### config.mk
export PLATFORM = sky130hd
export DESIGN_NAME = mem_arbiter
export DESIGN_NICKNAME = d
export VERILOG_FILES = /design/src/rtl/mem_arbiter.sv
export SDC_FILE = /design/constraint.sdc
export NUM_CORES = 1
export LEC_CHECK = 0
export CORE_UTILIZATION = 35
export DETAILED_ROUTE_END_ITERATION = 6
export PLACE_DENSITY = 0.88
export SLEW_MARGIN = 20
export SYNTH_ARGS = -nofsm -noshare
export SYNTH_HDL_FRONTEND = slang
export SYNTH_SLANG_ARGS = --single-unit
### constraint.sdc
create_clock -name clk -period 1.5 [get_ports clk]
set_clock_uncertainty 0.1 [all_clocks]
set_input_delay 0.3 -clock clk [delete_from_list [all_inputs] [get_ports clk]]
set_output_delay 0.3 -clock clk [all_outputs]
set_load 0.05 [all_outputs]
### src/rtl/mem_arbiter.sv
// Two-port byte-wide arbiter in front of a 16-bit-word data memory.
// One-cycle XFER per grant, round-robin or fixed priority on contention.
module mem_arbiter #(
    parameter int ROUND_ROBIN = 1,
    parameter int ADDR_W      = 8
) (
    input  logic              clk,
    input  logic              rst_n,
    input  logic              p0_req,
    input  logic              p0_we,
    input  logic [ADDR_W-1:0] p0_addr,
    input  logic [7:0]        p0_wdata,
    output logic              p0_ack,
    output logic [7:0]        p0_rdata,
    input  logic              p1_req,
    input  logic              p1_we,
    input  logic [ADDR_W-1:0] p1_addr,
    input  logic [7:0]        p1_wdata,
    output logic              p1_ack,
    output logic [7:0]        p1_rdata,
    output logic [ADDR_W-1:0] mem_addr,
    output logic [15:0]       mem_in,
    output logic              mem_we,
    input  logic [15:0]       mem_out,
    output logic              busy
);

    typedef enum logic {IDLE, XFER} state_t;

    state_t              state;
    logic                g;
    logic                last_grant;
    logic                we_q;
    logic [ADDR_W-1:0]   addr_q;
    logic [7:0]          wdata_q;

    logic                cand0, cand1;
    logic                grant_any, grant_sel;
    logic [7:0]          rd_byte;

    // The port finishing this cycle still holds its old req, so it cannot compete.
    always_comb begin
        cand0 = p0_req;
        cand1 = p1_req;
        if (state == XFER) begin
            if (g) cand1 = 1'b0;
            else   cand0 = 1'b0;
        end
        grant_any = cand0 | cand1;
        if (cand0 && cand1)
            grant_sel = (ROUND_ROBIN != 0) ? ~last_grant : 1'b0;
        else
            grant_sel = cand1;
    end

    assign rd_byte = addr_q[0] ? mem_out[15:8] : mem_out[7:0];

    // Writes merge the new byte into the current word so the other lane survives.
    always_comb begin
        mem_in = mem_out;
        if (state == XFER) begin
            if (addr_q[0]) mem_in[15:8] = wdata_q;
            else           mem_in[7:0]  = wdata_q;
        end
    end

    assign mem_addr = addr_q;
    assign mem_we   = we_q;
    assign busy     = (state == XFER);

    always_ff @(posedge clk or negedge rst_n) begin
        if (!rst_n) begin
            state      <= IDLE;
            g          <= 1'b0;
            last_grant <= 1'b1;
            we_q       <= 1'b0;
            addr_q     <= '0;
            wdata_q    <= '0;
            p0_ack     <= 1'b0;
            p1_ack     <= 1'b0;
            p0_rdata   <= '0;
            p1_rdata   <= '0;
        end else begin
            p0_ack <= 1'b0;
            p1_ack <= 1'b0;
            if (state == XFER) begin
                if (!g) begin
                    p0_ack <= 1'b1;
                    if (!we_q) p0_rdata <= rd_byte;
                end else begin
                    p1_ack <= 1'b1;
                    if (!we_q) p1_rdata <= rd_byte;
                end
            end
            if (grant_any) begin
                state      <= XFER;
                g          <= grant_sel;
                last_grant <= grant_sel;
                addr_q     <= grant_sel ? p1_addr  : p0_addr;
                we_q       <= grant_sel ? p1_we    : p0_we;
                wdata_q    <= grant_sel ? p1_wdata : p0_wdata;
            end else begin
                state  <= IDLE;
                we_q   <= 1'b0;
                addr_q <= '0;
            end
        end
    end

endmodule

[Word level (Yosys, flattened, before mapping)]
Cells that the tools add are included.
Operators by class
  reduce and logical (&&, ||, !) cells: 3
  muxes and demuxes: 19
  bitwise operators: 4
Operator list (count)
  8-bit 2-to-1 mux: 6
  16-bit 2-to-1 mux: 1
  1-bit 2-to-1 mux: 12
  3-bit AND reduction: 2
  1-bit NOT: 3
  1-bit logical AND: 1
  1-bit bitwise OR: 1
Word-level totals
  bits of input ports: 54
  output and inout port bits: 44
  flip-flop bits (word level): 38

[Longest topological paths before layout]
Gate-level depths: netlist (run 1).
  depth in word-level cells: 6
  mapped depth: 5
  mapped depth without buffers: 3

[Worst setup path before layout (run 1)]
No wires, ideal clock.
  kind: register -> output
  from: register addr_q[0], in the netlist mem_addr[0]
  to: output port mem_in[0]
  required time: 1.100 ns
  slack: -0.597 ns
  data arrival time: 1.697 ns
  stages on the path, launching flop included: 5
  path buffers: 2
  cell sequence: dfrtp_1 buf_2 nand2b_1 buf_2 mux2_2
Between the ends
  longest elaborated chain between the ends: 2
RTL lines
  from (decl): RTL line 34  | logic [ADDR_W-1:0] addr_q;
  from (signal assigned): RTL line 99  | addr_q <= grant_sel ? p1_addr : p0_addr;
  8-bit 2-to-1 mux: RTL line 62  | if (addr_q[0]) mem_in[15:8] = wdata_q;
  16-bit 2-to-1 mux: RTL line 61  | if (state == XFER) begin
  to (decl): RTL line 22  | output logic [15:0] mem_in,
Every way passes these cells.

[Worst setup path in the final report (run 1)]
  from: register addr_q[0], in the netlist mem_addr[0]
  to: output port mem_in[3]
The elaborated chain is that of the path after synthesis.

==> results.sh, run 1 <==
export IMPL_async_flop_share_pct=100
export IMPL_r2r_start="busy"
export IMPL_path_class="flip-flop to output port"
export IMPL_yosysSeqAreaShare_pct=51.8
export IMPL_htree_num_levels=2
export IMPL_grt_max_degree=23
export IMPL_ir_worst_vdd_uv=1240
export IMPL_yosys_top_cells_area="dfrtp_1 50%, mux2_2 9.8%, a21oi_1 4.6%, mux2i_1 4.4%, a221o_1 3.8%"
export IMPL_cp_start_kind="flip-flop"
export IMPL_endpoint_kind="output port"
export IMPL_drtIter0Drc=120
export IMPL_arrival_ns=1.46
export IMPL_hold_path_class="primary input to async pin"
export IMPL_routedWlPerCell_um=20.6
export IMPL_drc_errors=0
export IMPL_dieHeight_um=74.5
export IMPL_numPortBuffers=97
export IMPL_ctsRootBufferMaster="clkbuf_8"
export IMPL_antenna_cells=0
export IMPL_p_leak_nw=1.73
export IMPL_rows=26
export IMPL_start_util_pct=36.2
export IMPL_ant_nets=0
export IMPL_synth_cells=168
export IMPL_clockBufferDepth=2
export IMPL_via_count=1986
export IMPL_startpoint="mem_addr[0]"
export IMPL_ys_flop_type="dfrtp_1"
export IMPL_worst_slack_ns=-0.362
export IMPL_outcome="finished with violations"
export IMPL_rsz0062_at_grt="yes"
export IMPL_antenna_found_initial=0
export IMPL_gp_congestion=0.839
export IMPL_period_minus_slack_ns=1.86
export IMPL_netlist_area_um2=1840
export IMPL_yosysTopAreaCell="dfrtp_1"
export IMPL_clk_pin_slew_ns=0.08
export IMPL_final_net_count=349
export IMPL_hold_viol=0
export IMPL_worst_pin_slew_ns=0.539
export IMPL_io_pins=98
export IMPL_fin_hold_ws_ns=0.419
export IMPL_pwr_density_cell_nw_per_um2=1860
export IMPL_grt_pass1_wl_um=10100
export IMPL_coreArea_um2=5070
export IMPL_yosysWarnings=0
export IMPL_viasPerCell=5.43
export IMPL_dp_slack_ns=-0.419
export IMPL_dr_pass1_iters=5
export IMPL_finalCritPeriodShare_pct=124
export IMPL_place_inst=345
export IMPL_synth_seq_cells=38
export IMPL_drive_gt1_share_pct=48.3
export IMPL_syn_nets=222
export IMPL_synth_top_area_share_pct=50.3
export IMPL_cts_buffers=5
export IMPL_ys_types=31
export IMPL_cts_sinks=38
export IMPL_grt_overflow=0
export IMPL_required_ns=1.10
export IMPL_routed_wl_um=7550
export IMPL_critPathMaxFanout=8
export IMPL_slew_violations=0
export IMPL_worst_skew_pair_late_latency_ns=0.29
export IMPL_power_mw=7.23
export IMPL_die_area_um2=5550
export IMPL_reg2reg_depth=5
export IMPL_grt_pass1_vias=1941
export IMPL_area_growth_syn_to_layout_pct=111
export IMPL_drv_cap=0
export IMPL_relSlewSlack_pct=64.1
export IMPL_fill_cells=305
export IMPL_die_x_um=74.5
export IMPL_finalSetupViolations=37
export IMPL_hpwl_um=4570
export IMPL_synth_edf_count=0
export IMPL_avgSynthCellArea_um2=10.9
export IMPL_cts_tree="built"
export IMPL_final_cells=366
export IMPL_max_freq_ghz=0.537
export IMPL_track_usage_pct=24.9
export IMPL_violations="negative setup slack"
[critical path: stages (launching register included)]
cell and delay (ns):
dfrtp_2 0.45, nand2b_4 0.23, mux2_4 0.33, buf_6 0.16
[what timing repair did]
action / in CTS / in global routing
pin swaps: 12 / 7
gates cloned: 3 / 1
endpoints found under the setup margin: 34 / 44
setup buffers: 2 / 10
gates resized for setup: 46 / 20
hold buffers: 1 / 0
hold endpoints to repair: 19 / 0
[per-stage QoR]
step                      instance area, um2  TNS (ns)  util [%]
after floorplan                         1980     -3.58         -
after global placement                  3360     -6.25      66.2
after detailed placement                3360     -7.37      66.2
after CTS                               3720     -8.99      73.3
after global routing                    3880    -10.13      76.6
final                                   3880     -9.44      76.6
[flip-flops by register name (all words and copies together), names as in the netlist, 8 cells and up]
name,count
mem_addr,8
p0_rdata,8
p1_rdata,8
wdata_q,8
[final cells by class]
cell class                 instances  area [um2]  share of cell area (%)
multi-input combinational        116        1060                    27.4
inverter                           4        15.0                   0.386
clock inverter                     3        68.8                    1.77
clock buffer                       5        68.8                    1.77
timing repair buffer             130        1620                    41.8
sequential                        38         956                    24.6
tap                               70        87.6                    2.25
[cell usage after synthesis (2+ instances only)]
cell type  instances
dfrtp_1           37
a21oi_1           17
mux2_2            16
o21ai_0           12
nand2_1            9
nand3_1            9
nor2_1             9
mux2i_1            8
a221o_1            7
and3_1             7
buf_2              6
o21ai_1            5
buf_4              3
inv_1              3
clkbuf_1           2
nand2b_1           2
nand3b_1           2
[routing by layer]
metal,routed length (um),track usage (%),vias up
met2,4080,45.4,105
met5,0,0,-
li1,-,-,875
met3,349,4.74,30
met1,2830,27.8,976
met4,287,11.3,0
[worst paths after layout]
kind | to | slack (ns)
max in group asynchronous | p1_rdata[7] | 0.32
worst min-delay path | p1_rdata[4] | 0.42
min in group clk | p1_rdata[7] | 0.46
worst max register to register | wdata_q[4] | -0.29
worst min register to register | p1_rdata[7] | 0.46
worst max-delay path | mem_in[3] | -0.36
[cell families (layout without fill, tap and decap cells)]
kind of cell | count (synthesis) | in the layout | synth area share, %
AO/OA/AOI/OAI | 49 | 50 | 17.9
buffers and inverters | 15 | 142 | 4.08
flip-flops | 38 | 38 | 51.8
multiplexers | 24 | 24 | 14.1
AND/OR/NAND/NOR | 42 | 42 | 12.1
[placed cells by master (no fill, tap or decap), types with 2 or more instances in the layout]
master / count
a21oi_1: 6
a21oi_2: 11
a221o_1: 7
and3_1: 7
buf_12: 32
buf_4: 19
buf_6: 21
buf_8: 3
bufinv_16: 2
clkbuf_8: 5
clkdlybuf4s50_1: 51
dfrtp_1: 34
dfrtp_2: 3
inv_1: 3
mux2_4: 16
mux2i_1: 8
nand2_1: 8
nand2b_4: 2
nand3_2: 7
nand3_4: 2
nand3b_1: 2
nor2_1: 7
nor2_2: 2
o21ai_0: 8
o21ai_1: 7
o21ai_2: 2
[where the power goes]
| group | switching [mW] | internal (mW) |
|---|---|---|
| Sequential | 0.411 | 1.39 |
| Clock | 0.392 | 0.667 |
| Combinational | 2.27 | 2.10 |
(Power assumes the default switching activity.)
==> run 2: changes to the inputs <==
- GPL_ROUTABILITY_DRIVEN: default -> 0
==> results of run 2 <==
Same layout as run 1: the final DEF is identical, and so are final timing and power.
